[config.mk]
export PLATFORM = sky130hd
export DESIGN_NAME = uart_tx_cfg
export DESIGN_NICKNAME = d
export VERILOG_FILES = /design/src/rtl/uart_tx_cfg.sv
export SDC_FILE = /design/constraint.sdc
export NUM_CORES = 1
export LEC_CHECK = 0
export ABC_CLOCK_PERIOD_IN_PS = 3200
export BUFFER_PORTS_ARGS = -buffer_cell sky130_fd_sc_hd__buf_2
export CELL_PAD_IN_SITES_DETAIL_PLACEMENT = 1
export CELL_PAD_IN_SITES_GLOBAL_PLACEMENT = 2
export CORE_ASPECT_RATIO = 1.5
export CORE_MARGIN = 1.5
export CORE_UTILIZATION = 35
export CTS_CLUSTER_DIAMETER = 150
export DETAILED_ROUTE_END_ITERATION = 8
export PLACE_DENSITY = 0.89
export SLEW_MARGIN = 5
export SYNTH_ARGS = -nofsm -noshare
export SYNTH_HDL_FRONTEND = slang
export SYNTH_SLANG_ARGS = --single-unit
[constraint.sdc]
create_clock -name clk -period 3.2 [get_ports clk]
set_input_delay 0.64 -clock clk [delete_from_list [all_inputs] [get_ports clk]]
set_output_delay 0.64 -clock clk [all_outputs]
set_load 0.01 [all_outputs]
[src/rtl/uart_tx_cfg.sv]
// uart_tx_cfg: runtime-configurable UART transmitter (5..MAX_DATA_WIDTH data
// bits, none/even/odd parity, 1 or 2 stop bits) with a valid/ready input and
// a shared baud generator driven through sample_tick / baud_en.
module uart_tx_cfg #(
  parameter int TICKS_PER_BIT  = 16,
  parameter int MAX_DATA_WIDTH = 9,
  localparam int CW = $clog2(MAX_DATA_WIDTH + 1),
  localparam int TW = $clog2(TICKS_PER_BIT)
) (
  input  logic                      clk,
  input  logic                      rst_n,
  input  logic                      sample_tick,
  input  logic [MAX_DATA_WIDTH-1:0] tx_data,
  input  logic                      tx_valid,
  output logic                      tx_ready,
  input  logic [CW-1:0]             cfg_data_bits,
  input  logic [1:0]                cfg_parity,
  input  logic                      cfg_stop2,
  output logic                      tx_out,
  output logic                      tx_busy,
  output logic                      tx_done,
  output logic                      baud_en
);

  typedef enum logic [2:0] {IDLE, START, DATA, PARITY, STOP} state_t;

  // Per-frame settings captured at the handshake; frozen for the whole frame.
  typedef struct packed {
    logic [CW-1:0] nbits;
    logic          par_en;
    logic          par_bit;
    logic          stop2;
  } frame_cfg_t;

  state_t                    state, state_nxt;
  frame_cfg_t                cfg_q, cfg_d;
  logic [MAX_DATA_WIDTH-1:0] shreg;
  logic [TW-1:0]             tick_cnt;
  logic [CW-1:0]             bit_cnt;
  logic [CW-1:0]             n_clamp;
  logic                      par_x;
  logic                      hs, bit_end, last_data, last_stop;
  logic                      line_d, tx_done_nxt;

  assign tx_ready  = (state == IDLE);
  assign tx_busy   = (state != IDLE);
  assign hs        = tx_valid && tx_ready;
  assign bit_end   = (state != IDLE) && sample_tick && (tick_cnt == TW'(TICKS_PER_BIT - 1));
  assign last_data = (bit_cnt == cfg_q.nbits - CW'(1));
  assign last_stop = (bit_cnt == CW'(cfg_q.stop2));

  // Clamp requested length and fold parity over only the bits that will be sent.
  always_comb begin
    n_clamp = cfg_data_bits;
    if (cfg_data_bits < CW'(5))                   n_clamp = CW'(5);
    else if (cfg_data_bits > CW'(MAX_DATA_WIDTH)) n_clamp = CW'(MAX_DATA_WIDTH);
    par_x = 1'b0;
    for (int i = 0; i < MAX_DATA_WIDTH; i++)
      if (i < int'(n_clamp)) par_x = par_x ^ tx_data[i];
    cfg_d.nbits   = n_clamp;
    cfg_d.par_en  = (cfg_parity == 2'b01) || (cfg_parity == 2'b10);
    cfg_d.par_bit = (cfg_parity == 2'b10) ? ~par_x : par_x;
    cfg_d.stop2   = cfg_stop2;
  end

  // State register.
  always_ff @(posedge clk or negedge rst_n) begin
    if (!rst_n) state <= IDLE;
    else        state <= state_nxt;
  end

  // Next-state decode; every non-idle transition happens on a bit boundary.
  always_comb begin
    state_nxt = state;
    case (state)
      IDLE:    if (hs) state_nxt = START;
      START:   if (bit_end) state_nxt = DATA;
      DATA:    if (bit_end && last_data) state_nxt = cfg_q.par_en ? PARITY : STOP;
      PARITY:  if (bit_end) state_nxt = STOP;
      STOP:    if (bit_end && last_stop) state_nxt = IDLE;
      default: state_nxt = IDLE;
    endcase
  end

  // Output decode: line level for the current state and the completion strobe.
  always_comb begin
    line_d      = 1'b1;
    tx_done_nxt = 1'b0;
    case (state)
      START:   line_d = 1'b0;
      DATA:    line_d = shreg[0];
      PARITY:  line_d = cfg_q.par_bit;
      STOP:    tx_done_nxt = bit_end && last_stop;
      default: line_d = 1'b1;
    endcase
  end

  // Tick and bit counters; ticks only count while a frame is in flight.
  always_ff @(posedge clk or negedge rst_n) begin
    if (!rst_n) begin
      tick_cnt <= '0;
      bit_cnt  <= '0;
    end else if (state == IDLE) begin
      tick_cnt <= '0;
      bit_cnt  <= '0;
    end else if (sample_tick) begin
      tick_cnt <= bit_end ? '0 : tick_cnt + TW'(1);
      if (bit_end) begin
        if ((state == DATA && !last_data) || (state == STOP && !last_stop))
          bit_cnt <= bit_cnt + CW'(1);
        else
          bit_cnt <= '0;
      end
    end
  end

  // Payload shift register and frame config capture.
  always_ff @(posedge clk or negedge rst_n) begin
    if (!rst_n) begin
      shreg <= '0;
      cfg_q <= '0;
    end else if (hs) begin
      shreg <= tx_data;
      cfg_q <= cfg_d;
    end else if (state == DATA && bit_end) begin
      shreg <= shreg >> 1;
    end
  end

  // Registered pad outputs; each lags the state by one clk.
  always_ff @(posedge clk or negedge rst_n) begin
    if (!rst_n) begin
      tx_out  <= 1'b1;
      tx_done <= 1'b0;
      baud_en <= 1'b0;
    end else begin
      tx_out  <= line_d;
      tx_done <= tx_done_nxt;
      baud_en <= (state != IDLE);
    end
  end

endmodule

* After elaboration in Yosys (flattened, before gate mapping)
Index checks and enable logic that the tools add are counted.
Cells by class: add/sub/neg operators 3, mux-type cells 30, magnitude comparators 11, reduce and logical (&&, ||, !) cells 19, equality and inequality tests 14, bitwise logic cells 9
Operators with widths (count):
- two-way mux 4 bit | 9
- two-way mux 3 bit | 6
- two-way mux 9 bit | 2
- less-than comparator 3 x 4 -> 1 bit (first input constant) | 4
- one-hot mux 3 bit (5 select lines) | 1
- two-way mux 1 bit | 11
- adder 4 x 1 -> 4 bit (second input constant) | 2
- logical AND 1 bit | 8
- less-than comparator 1 x 4 -> 1 bit (first input constant) | 2
- less-than comparator 2 x 4 -> 1 bit (first input constant) | 2
- inequality test 2 bit (second input constant) | 4
- bitwise XOR 1 bit | 8
- equality test 3 x 2 -> 1 bit (second input constant) | 2
- nonzero test 2 bit | 3
- AND reduction 5 bit | 1
- equality test 4 x 1 -> 1 bit | 1
- equality test 4 bit | 1
- equality test 4 bit (second input constant) | 1
- greater-than comparator 4 bit (second input constant) | 1
- less-than comparator 4 x 3 -> 1 bit (second input constant) | 1
- less-than comparator 4 bit (first input constant) | 1
- subtractor 4 x 1 -> 4 bit (second input constant) | 1
- equality test 3 x 1 -> 1 bit (second input constant) | 1
- equality test 3 bit (second input constant) | 1
- other kinds (10) | 12
Storage, ports and cells: input port bits 20, flip-flop bits (word level) 30, logic and storage cells 97, output and inout bits 5

* Logic depth before layout (Yosys ltp)
Gate-level depths: netlist (run 1).
depth after elaboration 23, gate-level depth with buffers 8

* Worst setup path before layout (run 1)
OpenSTA, ideal clock, no wires.
path kind input port to flip-flop, from input port cfg_parity[0], to register cfg_q[1] (netlist bit), setup time 0.128 ns, data required time 3.072 ns, path buffers 0, slack 1.296 ns, stages on the path 7, arrival 1.776 ns, path through inv_1 ha_1 xnor2_1 xnor2_1 xnor3_1 xnor2_1 o21ai_0
On the way: cells in the longest elaborated chain, start to end 2
Ends and longest elaborated chain:
- start: declaration | line 17 | input logic [1:0] cfg_parity,
- equality test 2 bit | line 62 | cfg_d.par_bit = (cfg_parity == 2'b10) ? ~par_x : par_x;
- two-way mux 1 bit | line 62
- end signal: assignment | line 124 | cfg_q <= cfg_d;
- end: declaration | line 36 | frame_cfg_t cfg_q, cfg_d;
Every way passes these cells. A chain may end at the register's enable or synchronous reset.

* Final worst setup path (run 1)
from register state[1], to register state[2]
On the way: cells in the longest elaborated chain, start to end 6, elaborated cells on any way between the ends 18, classes of those cells eq/ne: 9; mux: 1; reduce/logical: 8
Ends and longest elaborated chain:
- start: declaration | line 35 | state_t state, state_nxt;
- start signal: assignment | line 69 | else state <= state_nxt;
- nonzero test 3 bit | line 48 | assign bit_end = (state != IDLE) && sample_tick && (tick_cnt == TW'(TICKS_PER_BIT - 1));
- logical AND 1 bit (2 in a row) | line 48
- logical AND 1 bit, on equally long branches | line 80, 78
- inequality test 2 bit (no source line)
- AND reduction 5 bit (no source line)
Parallel ways exist; a longest one is shown, timed or not.

==> out/qor.csv, run 1 <==
metric,value,unit
status,"complete, no violations",
Crit path required time,3.36,ns
kind of critical path,flop to flop,
vias in the first global route,1350,
RSZ-0062 raised after global routing,no,
R2R Setup Slk,1.11,ns
"Max stage delay cell, worst path",dfrtp_1,
IO Port Bufs,24,
TNS Setup,0,ns
Tcrit/Tclk final,65.2,%
Slew Limit Fails,0,
routed len/inst,14.4,um
P&R area growth vs syn,17.1,%
Post-synth EDFFs,0,
clock root buffer,clkbuf_8,
first-pass GRT wire length,6.28,mm
final setup fails,0,
P_leak,0.933,nW
Async SR Flop Fraction,100,%
fillers,561,
Die Area,5250,um2
final WL,3.77,mm
Placed Area,1860,um2
synth top area cells,"dfrtp_1 (43%), mux2i_1 (5.9%), xnor2_1 (4.2%)",
Vert. Die Dim,88.0,um
Hold WC Path Type,input pin to asynchronous set/reset pin,
Final min period,2.09,ns
PostCTS Resize Cnt,0,
CTS Sinks,30,
clock-pin slew on the worst setup and hold paths,0.07,ns
Fmax,0.479,GHz
"Top cell by count, worst path",nand2_2,
switching power of the nets,0.605,mW
crit-path max FO,30,
top-count cell post-synth,dfrtp_1,
worst path cell trace,inv_1 -> nand2_2 -> inv_2 -> nand2_2 -> a31oi_4 -> mux2_4,
Clock Skews,0.00618,ns
ANT cells,0,
switching share of power,37.0,%
row count,30,
nets,221,
Final ANT Viol Nets,0,
vias per std cell,5.13,
TritonCTS Buffers,5,
chip width,59.7,um
Worst Tran Pin Value,0.668,ns
IO Count,25,
P_int,1.03,mW
drc violations,0,
CTS tree,done,
routed vias,1345,
final design utilization,43.1,%
worst setup slack after layout,1.11,ns
"Top FF cell, synth",dfrtp_1,
share of the synthesized area in the top cell type,43.1,%
largest net degree at the start of global routing,31,
post-DP HPWL,2.87,mm
Yosys warnings,0,
area of the core,4580,um2
met2 WL,2.00,mm
DR pass1 iterations,4,
Post-Syn Area,1690,um2
Max Used Layer,met4,
Max Cap Viol,0,
H-Tree Depth,2,
CP arrival,2.25,ns
Mapped Nets,195,
#FFs+latches synth,30,
Max Buffers Root-to-Sink,2,
Met3 Routed Length,118,um
Slew HR,55.5,%
most frequent cells after synthesis,"dfrtp_1 (29), nor2_1 (16), a21oi_1 (13), o21ai_0 (12), nand2_1 (11)",
dpl ws,1.07,ns
Initial Util,36.8,%
Congestion Overflow GR,0,
fraction of layout cells with a size suffix above 1,22.7,%
CTS Hold Bufs,0,
critical path startpoint category,flop,
"Avg Cell Area, Syn",9.86,um2
Reg power frac,38.9,%
combinational power share,36.7,%
largest area contributor in the netlist,dfrtp_1,
initial antenna violation count,0,
power per cell area,829,nW/um2
design area,1970,um2
Initial DRC Count,36,
Syn Inst Count,171,
setup bufs post-CTS,0,
CP endpoint kind,flop,
Final GP Congestion,0.843,
Skew-Pair Late Insertion Delay,0.28,ns
max incr delay on CP,0.46,ns
Netlist cell types,40,
Global Route Usage Sum,16.3,%
sequential area share after synthesis,44.6,%
met1 WL,1.51,mm
clock share of power,24.4,%
final hold violation count,0,
maximum vdd ir drop,0.291,mV
-- worst paths after layout --
path / from / to / cells past startpoint
worst max-delay path: state[1] / state[2] / 6
worst min-delay path: rst_n / tx_done / 1
worst max register to register: state[1] / state[2] / 6
worst min register to register: cfg_q[1] / cfg_q[1] / 2
max in group asynchronous: rst_n / shreg[0] / 1
min in group clk: cfg_q[1] / cfg_q[1] / 2
-- per-layer routing --
metal,global-route usage (%),vias up
met5,0,-
met3,3.69,12
li1,-,653
met1,17.7,649
met4,9.29,0
met2,28.3,31
-- worst max-delay path, delay by kind of cell, from the launching register on --
family	cells	cell delay [ns]
compound gates	1	0.32
simple gates	2	0.48
mux	1	0.32
flops	1	0.46
buf+inv	2	0.39
-- layout make-up --
| cell class | count | area [um2] | area share [%] |
|---|---|---|---|
| Clock buffer | 7 | 86.3 | 4.38 |
| Clock inverter | 1 | 30.0 | 1.52 |
| Inverter | 8 | 30.0 | 1.52 |
| Multi-Input combinational cell | 127 | 867 | 43.9 |
| Sequential cell | 30 | 752 | 38.1 |
| Tap cell | 64 | 80.1 | 4.06 |
| Timing Repair Buffer | 25 | 128 | 6.47 |
-- flip-flops by register name, indices dropped and copies added (netlist names) --
name and cells:
shreg 9, cfg_q 7, bit_cnt 4, tick_cnt 4
state 3, baud_en 1, tx_done 1, tx_out 1
-- power groups by stage --
stage	logic, mW	clock network, mW	registers [mW]
2_1_floorplan	0.480	0	0.609
3_3_place_gp	0.588	0	0.639
3_5_place_dp	0.608	0	0.645
4_1_cts	0.614	0.408	0.639
5_1_grt	0.680	0.419	0.659
6_report	0.600	0.399	0.637
-- layout by cell type (no fill, tap or decap), drive strengths merged, types with 2 or more instances in the layout --
| cell type | Yosys | final |
|---|---|---|
| nand3 | 9 | 9 |
| a211oi | 2 | 2 |
| xor2 | 7 | 7 |
| o21ai | 12 | 12 |
| clkbuf | 1 | 7 |
| a21oi | 13 | 13 |
| nor3 | 6 | 6 |
| mux2i | 10 | 10 |
| nor2b | 3 | 3 |
| nand4 | 2 | 2 |
| nor2 | 17 | 17 |
| mux2 | 3 | 3 |
| dfrtp | 29 | 29 |
| or3 | 2 | 2 |
| ha | 4 | 4 |
| and3 | 2 | 2 |
| nand2 | 13 | 13 |
| a31oi | 3 | 3 |
| xnor2 | 8 | 8 |
| buf | 5 | 25 |
| inv | 8 | 8 |
-- stage by stage --
stage / cells / power [mW] / hold WS [ns]
floorplan: 171 / 1.09 / 0.344
global placement: 254 / 1.23 / 0.481
detailed placement: 254 / 1.25 / 0.491
CTS: 262 / 1.66 / 0.416
global route: 262 / 1.76 / 0.434
finish: 262 / 1.64 / 0.386
-- cell families (layout without fill, tap and decap cells) --
logic type / after synthesis / after routing / share of synthesized area (%)
simple gates: 55 / 55 / 15.6
fa+ha+maj: 4 / 4 / 2.97
buf+inv: 14 / 41 / 3.93
flops: 30 / 30 / 44.6
mux: 13 / 13 / 8.17
xor+xnor: 16 / 16 / 9.13
compound gates: 39 / 39 / 15.6
(Power assumes the default switching activity.)
==> inputs of run 2 (changes only) <==
--- a/config.mk
+++ b/config.mk
@@ -5,16 +5,16 @@
 export SDC_FILE = /design/constraint.sdc
 export NUM_CORES = 1
 export LEC_CHECK = 0
-export ABC_CLOCK_PERIOD_IN_PS = 3200
+export ABC_CLOCK_PERIOD_IN_PS = 1800
 export BUFFER_PORTS_ARGS = -buffer_cell sky130_fd_sc_hd__buf_2
 export CELL_PAD_IN_SITES_DETAIL_PLACEMENT = 1
 export CELL_PAD_IN_SITES_GLOBAL_PLACEMENT = 2
 export CORE_ASPECT_RATIO = 1.5
 export CORE_MARGIN = 1.5
-export CORE_UTILIZATION = 35
+export CORE_UTILIZATION = 32
 export CTS_CLUSTER_DIAMETER = 150
 export DETAILED_ROUTE_END_ITERATION = 8
-export PLACE_DENSITY = 0.89
+export PLACE_DENSITY = 0.86
 export SLEW_MARGIN = 5
 export SYNTH_ARGS = -nofsm -noshare
 export SYNTH_HDL_FRONTEND = slang
==> constraint.sdc (replaced) <==
create_clock -name clk -period 1.8 [get_ports clk]
set_input_delay 0.36 -clock clk [delete_from_list [all_inputs] [get_ports clk]]
set_output_delay 0.36 -clock clk [all_outputs]
set_load 0.01 [all_outputs]
==> run 2 against run 1 <==
Cell count rose by 7.3%. Clock power is 42% higher. Global-route usage fell by 1.9 points. Critical path depth up 1. Largest cell class unchanged. Largest power group is now combinational logic. Highest routed layer unchanged.
==> out/qor.csv, run 2 (synthesis results as in run 1) <==
metric,value,unit,change
status,"complete, no violations",,
"most common cell after layout, fill and taps aside",dfrtp_1,,
drc violations,0,,unchanged
Final ANT Viol Nets,0,,unchanged
Congestion Overflow GR,0,,unchanged
Skew-Pair Late Insertion Delay,0.28,ns,about the same
worst r2r dst,state[2],,
P&R area growth vs syn,24.6,%,
Clock Skews,0.00640,ns,+0.000223 ns
Tcrit/Tclk final,96.4,%,+31 points
Slew HR,55.0,%,-0.50 points
max reg flops,9,,unchanged
final WL,3.82,mm,+1.3%
kind of critical path,flop to flop,,
chip width,62.3,um,+4.3%
IO Port Bufs,24,,unchanged
Global Route Usage Sum,14.4,%,-1.9 points
most frequent cells in the layout,"dfrtp_1 (29), buf_2 (24), nor2_1 (15), buf_4 (15), a21oi_1 (13)",,
worst setup slack after layout,0.0642,ns,-1.05 ns
Final min period,1.74,ns,-0.350 ns
H-Tree Depth,2,,unchanged
CP endpoint kind,flop,,
crit-path max FO,2,,-93%
TNS Setup,0,ns,unchanged
Vert. Die Dim,91.9,um,+4.4%
area of the core,5120,um2,+12%
R2R Setup Slk,0.06,ns,-1.05 ns
row count,32,,+6.7%
CTS tree,done,,
Worst Reg-to-Reg Cells,7,,+1
Final GP Congestion,0.763,,-9.6%
DR pass1 iterations,2,,-2
worst setup path endpoint,state[2],,
dpl ws,0.0219,ns,-1.05 ns
power per cell area,1420,nW/um2,+71%
IO Count,25,,unchanged
ANT cells,0,,unchanged
final setup fails,0,,unchanged
critical path startpoint category,flop,,
Slew Limit Fails,0,,unchanged
r2r startpoint,cfg_q[4],,
final design utilization,41.0,%,-2.1 points
first-pass GRT wire length,6.35,mm,+1.1%
Tot Pwr,2.98,mW,+82%
vias per std cell,4.95,,-3.6%
vias in the first global route,1337,,-0.96%
Die Area,5720,um2,+9.0%
post-DP HPWL,2.85,mm,-0.67%
CP arrival,1.90,ns,-0.35 ns
TritonCTS Buffers,5,,unchanged
Initial DRC Count,32,,-11%
Reg with most FFs,shreg,,
final hold violation count,0,,unchanged
nets,236,,+6.8%
routed vias,1390,,+3.3%
routed len/inst,13.6,um,-5.5%
P_leak,0.995,nW,+6.6%
Max Buffers Root-to-Sink,2,,unchanged
CTS Sinks,30,,unchanged
Fmax,0.576,GHz,+20%
fraction of layout cells with a size suffix above 1,31.5,%,+8.7 points
Hold WC Path Type,input pin to asynchronous set/reset pin,,
clock root buffer,clkbuf_8,,
Worst Tran Pin Value,0.676,ns,+0.00751 ns
top flop regs,"shreg: 9 flops, cfg_q: 7 flops",,
initial antenna violation count,0,,unchanged
Initial Util,32.9,%,-3.9 points
Max Cap Viol,0,,unchanged
RSZ-0062 raised after global routing,no,,
Worst setup startpoint,cfg_q[4],,
maximum vdd ir drop,0.574,mV,+97%
clock-pin slew on the worst setup and hold paths,0.07,ns,about the same
Crit path required time,1.97,ns,-1.39 ns
fillers,635,,+13%
largest net degree at the start of global routing,31,,unchanged
[run 2: changes by cell type in the layout (fill, tap and decap cells not counted), sizes merged]
cell | previous run | this run
buf | 25 | 40
bufinv | 1 | 0
clkbuf | 7 | 6
clkinv | 0 | 1
clkinvlp | 0 | 1
[run 2: timing repair]
| action | in CTS | in global routing |
|---|---|---|
| pin swaps | 0 | 3 |
| hold buffers | 0 | 0 |
| setup endpoints to repair | 1 | 12 |
| gates resized for setup | 1 | 6 |
| cloned | 0 | 0 |
| buffers inserted | 0 | 3 |
[run 2: how the worst min path moves through the flow]
stage                  end  slack, ns  depth (start not counted)
6_report       tick_cnt[2]       0.11                          1
5_1_grt        tick_cnt[2]       0.16                          1
4_1_cts        tick_cnt[1]       0.14                          1
3_5_place_dp   tick_cnt[2]       0.44                          1
3_3_place_gp   tick_cnt[2]       0.44                          1
2_1_floorplan      baud_en       0.06                          0
[run 2: worst max-delay path, cell delays in order (launching register included)]
cell	delay [ns]
dfrtp_1	0.39
inv_1	0.07
ha_2	0.16
xor2_1	0.17
xnor2_1	0.16
a41oi_2	0.17
a31oi_4	0.20
mux2_4	0.32
[run 2: layout make-up]
type	instances	area, um2	share of cell area, %
multi-input combinational	127	885	42.1
sequential	30	752	35.8
timing repair buffer	40	253	12.0
tap	68	85.1	4.05
clock buffer	6	82.6	3.93
inverter	8	30.0	1.43
clock inverter	2	12.5	0.596
[run 2: power breakdown]
part / internal (mW) / switching (mW)
logic: 0.619 / 0.698
registers: 0.930 / 0.168
clock network: 0.307 / 0.259
total: 1.86 / 1.12
[run 2: metal layers]
| metal | GRT usage [%] | share of wire [%] | vias up |
|---|---|---|---|
| li1 | - | - | 685 |
| met1 | 14.9 | 40 | 675 |
| met2 | 27.3 | 55 | 24 |
| met3 | 2.82 | 2.9 | 6 |
| met4 | 7.22 | 2.4 | 0 |
| met5 | 0 | 0 | - |
[run 2: per-stage QoR]
step	instance area (um2)	hold WS [ns]	instances
3_3_place_gp	1960	0.442	270
2_1_floorplan	1690	0.0644	171
5_1_grt	2100	0.163	281
3_5_place_dp	1960	0.442	270
6_report	2100	0.106	281
4_1_cts	2060	0.136	278
